<file path="src/rtl/ccip_bk_pkg.sv">
// Shared CCI-P c1 types and bookkeeping constants for the RX bookkeeper.
// Header layout follows the CCI-P c1 memory-request header.
package ccip_bk_pkg;

    typedef logic [41:0]  t_ccip_clAddr;
    typedef logic [511:0] t_ccip_clData;
    typedef logic [15:0]  t_ccip_mdata;

    typedef enum logic [1:0] {
        eVC_VA  = 2'h0,
        eVC_VL0 = 2'h1,
        eVC_VH0 = 2'h2,
        eVC_VH1 = 2'h3
    } t_ccip_vc;

    typedef enum logic [1:0] {
        eCL_LEN_1 = 2'h0,
        eCL_LEN_2 = 2'h1,
        eCL_LEN_4 = 2'h3
    } t_ccip_clLen;

    typedef enum logic [3:0] {
        eREQ_WRLINE_I = 4'h0,
        eREQ_WRLINE_M = 4'h1,
        eREQ_WRPUSH_I = 4'h2,
        eREQ_WRFENCE  = 4'h4,
        eREQ_INTR     = 4'h6
    } t_ccip_c1_req;

    typedef struct packed {
        logic [5:0]   rsvd2;
        t_ccip_vc     vc_sel;
        logic         sop;
        logic         rsvd1;
        t_ccip_clLen  cl_len;
        t_ccip_c1_req req_type;
        logic [5:0]   rsvd0;
        t_ccip_clAddr address;
        t_ccip_mdata  mdata;
    } t_ccip_c1_ReqMemHdr;

    typedef struct packed {
        t_ccip_c1_ReqMemHdr hdr;
        t_ccip_clData       data;
        logic               valid;
    } t_if_ccip_c1_Tx;

    // Payload of one bookkeeping line; cons_cnt lands in data[31:0].
    typedef struct packed {
        logic [447:0] pad;
        logic [31:0]  seq;
        logic [31:0]  cons_cnt;
    } BkData;

    localparam t_ccip_c1_req BK_REQ_TYPE = eREQ_WRPUSH_I;
    localparam t_ccip_vc     BK_VC       = eVC_VH0;
    localparam t_ccip_clLen  BK_CL_LEN   = eCL_LEN_1;

endpackage

</file>
<file path="src/rtl/ccip_bk_rr_picker.sv">
// Combinational round-robin search: first set request bit at or after start_idx,
// wrapping at a runtime limit instead of at the array size.
module ccip_bk_rr_picker
    import ccip_bk_pkg::*;
#(
    parameter int LN = 1
) (
    input  logic [(1<<LN)-1:0] req,
    input  logic [LN-1:0]      limit,
    input  logic [LN-1:0]      start_idx,
    output logic               grant_valid,
    output logic [LN-1:0]      grant_idx
);

    localparam int N = 1 << LN;

    logic [LN:0] base;
    logic [LN:0] lim_ext;
    logic [LN:0] cand;

    // NOTE: every always_comb output gets a default before any branch, so no
    // path leaves a value unassigned and no latch is inferred.
    always_comb begin
        grant_valid = 1'b0;
        grant_idx   = '0;
        cand        = '0;
        lim_ext     = {1'b0, limit};
        base        = (start_idx > limit) ? '0 : {1'b0, start_idx};
        for (int off = 0; off < N; off++) begin
            cand = base + (LN+1)'(off);
            if (cand > lim_ext) begin
                cand = cand - (lim_ext + (LN+1)'(1));
            end
            if (!grant_valid && ((LN+1)'(off) <= lim_ext) && req[cand[LN-1:0]]) begin
                grant_valid = 1'b1;
                grant_idx   = cand[LN-1:0];
            end
        end
    end

endmodule

</file>
<file path="src/rtl/ccip_rx_bookkeeper.sv">
// Per-flow consumed-entry bookkeeping: counts poller events, coalesces them into
// batches or timeout flushes, and pushes one CCI-P c1 write per flow update.
module ccip_rx_bookkeeper
    import ccip_bk_pkg::*;
#(
    parameter int NIC_ID            = 0,
    parameter int LMAX_NUM_OF_FLOWS = 1,
    parameter int LBK_BATCH         = 2,
    parameter int LBK_TIMEOUT       = 8
) (
    input  logic                         clk,
    input  logic                         reset,
    input  logic                         start,
    input  logic [LMAX_NUM_OF_FLOWS-1:0] number_of_flows,
    input  t_ccip_clAddr                 rx_bk_base_addr,
    input  logic [LBK_TIMEOUT-1:0]       bk_timeout,
    input  logic                         rpc_valid_in,
    input  logic [LMAX_NUM_OF_FLOWS-1:0] rpc_flow_id_in,
    input  logic                         sRx_c1TxAlmFull,
    output t_if_ccip_c1_Tx               sTx_c1,
    output logic [31:0]                  bk_writes_out,
    output logic                         error
);

    localparam int LN = LMAX_NUM_OF_FLOWS;
    localparam int NF = 1 << LN;
    localparam int PW = LBK_BATCH + 1;
    localparam logic [PW-1:0] PEND_FULL = PW'(1 << LBK_BATCH);

    if (NIC_ID < 0 || LN < 1 || LBK_BATCH < 0 || LBK_TIMEOUT < 1) begin : g_param_check
        $error("ccip_rx_bookkeeper[%0d]: illegal parameter set", NIC_ID);
    end

    logic                   s0_valid;
    logic [LN-1:0]          s0_flow;
    logic [31:0]            cons_cnt [NF];
    logic [PW-1:0]          pending  [NF];
    logic [NF-1:0]          flush;
    logic [NF-1:0]          eligible;
    logic                   any_pending;
    logic [LBK_TIMEOUT-1:0] timer;
    logic                   timer_fire;
    logic [LN-1:0]          rr_ptr;
    logic [31:0]            seq_num;
    logic                   grant_valid;
    logic [LN-1:0]          grant_idx;
    logic                   fire;
    t_ccip_c1_ReqMemHdr     hdr_next;
    BkData                  data_next;

    // NOTE: sequential state uses non-blocking assignments so every register
    // samples the pre-edge value of every other register.
    always_ff @(posedge clk or posedge reset) begin
        if (reset) begin
            s0_valid <= 1'b0;
            s0_flow  <= '0;
            error    <= 1'b0;
        end else begin
            s0_valid <= rpc_valid_in && (rpc_flow_id_in <= number_of_flows);
            s0_flow  <= rpc_flow_id_in;
            if (rpc_valid_in && (rpc_flow_id_in > number_of_flows)) begin
                error <= 1'b1;
            end
        end
    end

    always_comb begin
        eligible    = '0;
        any_pending = 1'b0;
        for (int f = 0; f < NF; f++) begin
            eligible[f] = (pending[f] == PEND_FULL) || (flush[f] && (pending[f] != '0));
            if (pending[f] != '0) begin
                any_pending = 1'b1;
            end
        end
    end

    ccip_bk_rr_picker #(
        .LN (LN)
    ) u_picker (
        .req         (eligible),
        .limit       (number_of_flows),
        .start_idx   (rr_ptr),
        .grant_valid (grant_valid),
        .grant_idx   (grant_idx)
    );

    assign fire       = grant_valid && start && !sRx_c1TxAlmFull;
    assign timer_fire = (bk_timeout != '0) && any_pending && (timer == bk_timeout);

    // NOTE: the per-flow arrays are reset explicitly; an async reset must leave
    // no stale count behind, so they are flops, not a RAM.
    always_ff @(posedge clk or posedge reset) begin
        if (reset) begin
            for (int f = 0; f < NF; f++) begin
                cons_cnt[f] <= '0;
                pending[f]  <= '0;
            end
            flush <= '0;
        end else begin
            for (int f = 0; f < NF; f++) begin
                if (s0_valid && (s0_flow == LN'(f))) begin
                    cons_cnt[f] <= cons_cnt[f] + 32'd1;
                end
                // An increment landing in the grant cycle seeds the next batch.
                if (fire && (grant_idx == LN'(f))) begin
                    pending[f] <= (s0_valid && (s0_flow == LN'(f))) ? PW'(1) : '0;
                    flush[f]   <= 1'b0;
                end else begin
                    if (s0_valid && (s0_flow == LN'(f)) && (pending[f] != PEND_FULL)) begin
                        pending[f] <= pending[f] + PW'(1);
                    end
                    if (timer_fire && (pending[f] != '0)) begin
                        flush[f] <= 1'b1;
                    end
                end
            end
        end
    end

    always_ff @(posedge clk or posedge reset) begin
        if (reset) begin
            timer <= '0;
        end else if ((bk_timeout != '0) && any_pending) begin
            timer <= timer_fire ? '0 : timer + LBK_TIMEOUT'(1);
        end else begin
            timer <= '0;
        end
    end

    always_ff @(posedge clk or posedge reset) begin
        if (reset) begin
            rr_ptr <= '0;
        end else if (fire) begin
            rr_ptr <= (grant_idx == number_of_flows) ? '0 : grant_idx + LN'(1);
        end
    end

    always_comb begin
        hdr_next          = '0;
        hdr_next.vc_sel   = BK_VC;
        hdr_next.sop      = 1'b1;
        hdr_next.cl_len   = BK_CL_LEN;
        hdr_next.req_type = BK_REQ_TYPE;
        hdr_next.address  = rx_bk_base_addr + t_ccip_clAddr'(grant_idx);
        hdr_next.mdata    = t_ccip_mdata'(grant_idx);
        data_next          = '0;
        data_next.cons_cnt = cons_cnt[grant_idx];
        data_next.seq      = seq_num;
    end

    always_ff @(posedge clk or posedge reset) begin
        if (reset) begin
            sTx_c1        <= '0;
            seq_num       <= '0;
            bk_writes_out <= '0;
        end else begin
            sTx_c1.valid <= fire;
            if (fire) begin
                sTx_c1.hdr    <= hdr_next;
                sTx_c1.data   <= t_ccip_clData'(data_next);
                seq_num       <= seq_num + 32'd1;
                bk_writes_out <= bk_writes_out + 32'd1;
            end
        end
    end

endmodule

</file>
<file path="config.mk">
export PLATFORM = sky130hd
export DESIGN_NAME = ccip_rx_bookkeeper
export DESIGN_NICKNAME = d
export VERILOG_FILES = /design/src/rtl/ccip_bk_pkg.sv /design/src/rtl/ccip_bk_rr_picker.sv /design/src/rtl/ccip_rx_bookkeeper.sv
export SDC_FILE = /design/constraint.sdc
export NUM_CORES = 1
export LEC_CHECK = 0
export CORE_AREA = 4 4 262 264
export CTS_CLUSTER_SIZE = 24
export DETAILED_ROUTE_END_ITERATION = 8
export DIE_AREA = 0 0 266 268
export GPL_ROUTABILITY_DRIVEN = 1
export PLACE_DENSITY = 0.57
export SLEW_MARGIN = 0
export SYNTH_ARGS = -nofsm -noshare
export SYNTH_HDL_FRONTEND = slang
export SYNTH_SLANG_ARGS = --single-unit
</file>
<file path="constraint.sdc">
create_clock -name clk -period 25.3 [get_ports clk]
set_input_delay 5.06 -clock clk [delete_from_list [all_inputs] [get_ports clk]]
set_output_delay 5.06 -clock clk [all_outputs]
set_load 0.1 [all_outputs]
</file>
# After elaboration in Yosys (flattened, before gate mapping)
# Cells that the tools add are included.
# word_totals
mem_bits_ro,0
memories,0
ramBits,0
word_cells,107
ff_bits,257
latch_bits,0
# classes
n_shift,0
magnitude_cmp,9
n_reduce_logical,29
multipliers,0
muxes,29
bitwise,3
div_mod_pow,0
n_eq_ne,6
add_sub_neg,13
# op_table
operator,count
adder 32 x 1 -> 32 bit (second input constant),4
2-to-1 mux 32 bit,3
adder 42 x 1 -> 42 bit,1
2-to-1 mux 1 bit,20
logical AND 1 bit,18
2-to-1 mux 8 bit,2
2-to-1 mux 3 bit,4
adder 8 x 1 -> 8 bit (second input constant),1
equality test 8 bit,1
nonzero test 2 bit,4
nonzero test 8 bit,1
adder 3 x 1 -> 3 bit (second input constant),2
equality test 3 bit (second input constant),2
!= test 3 bit (second input constant),2
nonzero test 3 bit,2
greater-than comparator 2 x 1 -> 1 bit,2
less-than comparator 1 x 2 -> 1 bit (second input constant),2
adder 1 bit (second input constant),2
adder 1 x 1 -> 2 bit (second input constant),1
greater-or-equal comparator 2 bit (second input constant),1
greater-than comparator 1 bit,2
zero test 1 bit,2
logical OR 1 bit,2
NOT 1 bit,2
5 further kinds,6

# Longest topological paths before layout
# logic_depth
ltp_word,15
mapped_depth,13

# Modules after synthesis
# Synthesis repeated with hierarchy kept, for this count alone.
# unflattened
hier_cells,1627
area_unflattened_um2,15416.0
# by_module_without_submodules
module,instances,cells_each,area_per_inst_um2
ccip_rx_bookkeeper,1,1623,15393.5
ccip_bk_rr_picker,1,4,22.5

# Worst setup path after synthesis
# No wires, ideal clock.
# synth_timing
kind,input-to-reg
start,input port number_of_flows
end,register sTx_c1[568] in the netlist's numbering
arrival_time_ns,6.662
path_buffers,0
setup_slack_ns,18.568
setup_ns,0.069
path_stages,8
t_required_ns,25.231
path_cell_list,o211ai_1 inv_1 ha_1 nand4_1 nor4_2 nand2_1 or4_1 nand3_1
# synth_lines
item,line,text
start: declaration,ccip_rx_bookkeeper.sv:14,"input logic [LMAX_NUM_OF_FLOWS-1:0] number_of_flows,"
greater-than comparator 1 bit,ccip_bk_rr_picker.sv:28,"base = (start_idx > limit) ? '0 : {1'b0, start_idx};"
2-to-1 mux 1 bit,ccip_bk_rr_picker.sv:28,
greater-than comparator 2 x 1 -> 1 bit or subtractor 1 bit (tied branches),"ccip_bk_rr_picker.sv:31, ccip_bk_rr_picker.sv:32",
2-to-1 mux 1 bit,ccip_bk_rr_picker.sv:31,if (cand > lim_ext) begin
2-to-1 mux 1 bit (not written as such) (2 in a row),ccip_bk_rr_picker.sv:34,if (!grant_valid && ((LN+1)'(off) <= lim_ext) && req[cand[LN-1:0]]) begin
2-to-1 mux 1 bit,ccip_bk_rr_picker.sv:34,
zero test 1 bit,ccip_bk_rr_picker.sv:34,
logical AND 1 bit (2 in a row),ccip_bk_rr_picker.sv:34,
2-to-1 mux 1 bit (*),ccip_bk_rr_picker.sv:34,
net grant_idx,ccip_rx_bookkeeper.sv:46,logic [LN-1:0] grant_idx;
adder 42 x 1 -> 42 bit (*),ccip_rx_bookkeeper.sv:145,hdr_next.address = rx_bk_base_addr + t_ccip_clAddr'(grant_idx);
end: declaration,ccip_rx_bookkeeper.sv:20,"output t_if_ccip_c1_Tx sTx_c1,"
# Mark *: on every way through the listed nets, which the timed path passes. The rest lies on a longest branch. The select of a mux whose other input is x is not followed.
# A chain may end at the register's enable or synchronous reset.

# Final worst setup path
# layout_timing
start,register bk_writes_out[2]
end,output port bk_writes_out[2]
# layout_lines
item,line,text
start: declaration,ccip_rx_bookkeeper.sv:21,"output logic [31:0] bk_writes_out,"
start signal: assignment,ccip_rx_bookkeeper.sv:163,bk_writes_out <= bk_writes_out + 32'd1;
# No word-level cell between the ends.

==> results.md <==
CTS:
- Clock-pin slew was measured on the worst setup and hold paths at 60 ps.
- CTS built an H-tree with a depth of 1.
- TritonCTS built the clock tree.
- Once the clock tree was built, the setup fixing pass inserted 0 buffers.
- The number of gates given a new drive strength after cts is 0.
- The maximum clock path buffer count is 3.
- The cell chosen for the clock root is sky130_fd_sc_hd__clkbuf_16.
- The clock latency on the worst-skew pair is 580 ps.
- The number of buffers inserted during clock tree synthesis is 30.
- The count of clock tree sinks is 257.
- The hold-fix buffer count after cts is 0.

Routing:
- The highest layer used for signal routing is met5.
- The detail route stage leaves a number of antenna-violating nets equal to 0.
- The wire length on met3 is ~2400 um.
- The final route contains 9,910 vias.
- The detail-routed via count per cell is 3.68.
- In this run, the number of DRC markers left after iteration 0 of detailed routing was 651.
- The total met2 wirelength after detailed routing is roughly 18,000 um.
- The first TritonRoute pass finished after 6 iterations.
- The number of remaining DRC errors is 0.
- After detailed routing, the average wire length per cell comes to 13.7 um.
- The post-detailed-routing wire length is 37,000 um.
- In the final routing, the length of wire on met1 measures 15,600 um.

Die:
- 683 I/O pins were placed.
- The effective utilization at floorplan is 0.233.
- The die extent in y is 268 um.
- The total area inside the core boundary comes to 66,600 um2.
- The chip width is 266 um.
- The area enclosed by the die boundary is 71,300 um2.
- The cell row count is 95.

Yosys:
- The biggest area consumer among synthesized cells is sky130_fd_sc_hd__dfrtp_1.
- Yosys printed 0 warnings.
- Ranked by total cell area, the synthesized netlist is headed by sky130_fd_sc_hd__dfrtp_1 (42%), sky130_fd_sc_hd__buf_4 (24%), sky130_fd_sc_hd__xor2_1 (5.1%), sky130_fd_sc_hd__nand2_1 (5.1%), sky130_fd_sc_hd__xnor2_1 (4.9%).
- Of the synthesized area, sequential elements account for 0.415.
- The share of flip-flops with an asynchronous set or reset after synthesis is 1.00.
- Counting every instance in the synthesized netlist gives 1,601.
- Yosys mapped the design onto 52 distinct sky130hd cell types.
- Of the post-synthesis cell area, the dominant cell type holds 0.415.
- The cell area that synthesis handed to floorplanning was 15,500 um2.
- The number of enable flip-flop cells after synthesis is 0.
- The top flip-flop cell by instance count after synthesis is sky130_fd_sc_hd__dfrtp_1.
- Synthesis inferred 257 register bits.
- Dividing the synthesized area by the synthesized cell count gives 9.67 um2.

Timing:
- The setup-violating endpoint count in the final report is 0.
- The maximum clock frequency is 137 MHz.
- The minimum clock period after layout is 7320 ps.
- Setup total negative slack on the finished layout was measured at 0 ps.
- The relative slew slack is 0.270.
- The final number of max-transition violations came to 0.
- At the pin with the least slew margin, the transition time is between 1000 and 1500 ps.
- Setup repair after global routing left no endpoint under its margin.
- The maximum clock skew at final layout is 10.0 ps.
- The final period utilization is 0.289.
- The hold violation total from the final report is 0.

Critical path:
- The number of buffers and inverters on the critical path is 1.
- The maximum net fanout on the critical path is 6.
- The data arrival time of the worst path is 2260 ps.
- STA classifies the critical path startpoint as a flip-flop.
- The slowest cell on the critical path is sky130_fd_sc_hd__clkdlybuf4s50_1.
- In this design, the largest share of critical-path delay is due to buffers and inverters.
- The critical path goes through clkdlybuf4s50_1.
- The required time of the worst setup path is slightly above 20,000 ps.
- The nature of the critical path endpoint is an output port.
- The cell count of the worst reg-to-reg path is 12.
- The type of the worst setup path is flip-flop to output port.
- On the worst path, the slowest cell contributes a delay of 1190 ps.
- In this run the number of cells on the critical path is 1.

Flow run:
- The total of max-cap violations is 0.

Global routing:
- The total overflow left after global routing is 0.
- In the global route stage, overall resource usage came out at 0.0955.
- The number of global-route vias before repair is 9,322.
- The initial antenna violation count was 1.
- Entering global routing, the biggest net connects 87 pins.
- The first global-routing pass estimated 54,900 um of wire.

Placed design:
- The count of buffers from port buffering is 200.
- The congestion estimate from routability-driven global placement came to 0.796.
- The placed instances occupy a cell area of around 17,000 um2.
- Detailed placement finished with a half-perimeter wire length of 27,600 um.

Final layout:
- The antenna diode instance count is 0.
- In the layout the commonest cells are sky130_fd_sc_hd__conb_1 (482), sky130_fd_sc_hd__dfrtp_1 (257), sky130_fd_sc_hd__nand2_1 (209).
- The library cell used most frequently in the layout, excluding fill and tap cells, is sky130_fd_sc_hd__conb_1.
- Of the cells placed in the final design, the portion with a size suffix greater than 1 is 0.0495.
- For this run, the share of the core covered by cells in the final layout is 0.264.
- The layout filler cell count is 7,191.
- From synthesis to final layout, the design area changed by 13.5%.
- The cell area after layout is around 18,000 um2.
- The final layout contains between 1,500 and 2,000 nets.

Power:
- The power density normalized to cell area is 111 nW/um2.
- The worst-case IR drop observed on VDD is 0.0000846 V.
- The static power due to leakage is approximately 8.6 nW.

Worst hold path:
- The number of stages on the worst hold path is 1.
- The path class of the lowest-slack min-delay path is flip-flop to flip-flop.

Run status:
- The flow ran to the end, and the final reports show no timing, DRC or antenna violations.
## report_power, final
| group | switching (mW) | internal (mW) |
|---|---|---|
| logic | 0.807 | 0.148 |
| registers | 0.0659 | 0.482 |
| clock network | 0.178 | 0.270 |
## path summary, 6_finish.rpt
check / start / endpoint / slack, ps
worst max-delay path: bk_writes_out[2] / bk_writes_out[2] / 17980
worst max register to register: pending[3] / sTx_c1[568] / 22000
worst min register to register: error / error / 470
min in group asynchronous: reset / sTx_c1[537] / 4920
max in group asynchronous: reset / sTx_c1[48] / 18520
worst min-delay path: error / error / 470
## Yosys cell counts, types with 3 or more instances
cell                       instances
sky130_fd_sc_hd__dfrtp_1         257
sky130_fd_sc_hd__o21ai_0          32
sky130_fd_sc_hd__nand2_1         209
sky130_fd_sc_hd__a222oi_1         32
sky130_fd_sc_hd__nand2b_1          4
sky130_fd_sc_hd__xnor2_1          87
sky130_fd_sc_hd__nor2_1           49
sky130_fd_sc_hd__and4b_1           3
sky130_fd_sc_hd__nand3_1          62
sky130_fd_sc_hd__nand4_1          47
sky130_fd_sc_hd__ha_1             11
sky130_fd_sc_hd__buf_2            12
sky130_fd_sc_hd__nor4_2            3
sky130_fd_sc_hd__nor4_1            6
sky130_fd_sc_hd__inv_1            49
sky130_fd_sc_hd__and4_1           17
sky130_fd_sc_hd__o21ai_1           9
sky130_fd_sc_hd__nor3_1           16
sky130_fd_sc_hd__and3_1           29
sky130_fd_sc_hd__xor2_1           90
sky130_fd_sc_hd__clkbuf_1         11
sky130_fd_sc_hd__nor4_4            6
sky130_fd_sc_hd__or3_1             3
sky130_fd_sc_hd__or4_1             3
sky130_fd_sc_hd__mux2_2            3
sky130_fd_sc_hd__buf_4           487
sky130_fd_sc_hd__and2_1            6
sky130_fd_sc_hd__a21oi_1           6
sky130_fd_sc_hd__nor3_2            8
sky130_fd_sc_hd__buf_6            14
sky130_fd_sc_hd__o211ai_1          5
## area by class of cell
type,count,area (um2),share of cell area
Clock buffer,41,872,0.0496
Timing Repair Buffer,208,2060,0.117
Sequential cell,257,6430,0.366
Multi-Input combinational cell,1251,6760,0.385
Inverter,50,195,0.0111
Clock inverter,11,160,0.00911
Tap cell,873,1090,0.0622
## kinds of logic after synthesis
kind of cell	after synthesis	synth area share
AO/OA/AOI/OAI	93	0.0445
XOR/XNOR	177	0.100
adder cells (fa/ha/maj)	11	0.00889
buffers and inverters	574	0.265
flip-flops	257	0.415
multiplexers	4	0.00307
other	1	0.000242
AND/OR/NAND/NOR	484	0.163
## per-layer routing
metal,global-route usage,up-vias
met1,0.124,4788
met3,0.0230,46
met2,0.160,349
met4,0.0254,2
li1,-,4725
met5,0,-
## registers in the layout, summed over array words and instances (netlist names)
| register | cells |
|---|---|
| sTx_c1 | 109 |
| pending | 6 |
| flush | 2 |
| seq_num | 32 |
| cons_cnt | 64 |
| timer | 8 |
| bk_writes_out | 32 |
| s0_valid | 1 |
| rr_ptr | 1 |
| s0_flow | 1 |
| error | 1 |
## metrics by stage
stage               cells  total power [mW]  hold slack (ps)  setup WS, ps
global route         2691              2.04              489         17870
floorplan            2082              1.40              441         13170
CTS                  2691              1.98              472         17910
detailed placement   2639              1.51              459         17430
finish               2691              1.95              467         17980
global placement     2639              1.51              456         17450
No activity file was read; power rests on OpenSTA's default activity.
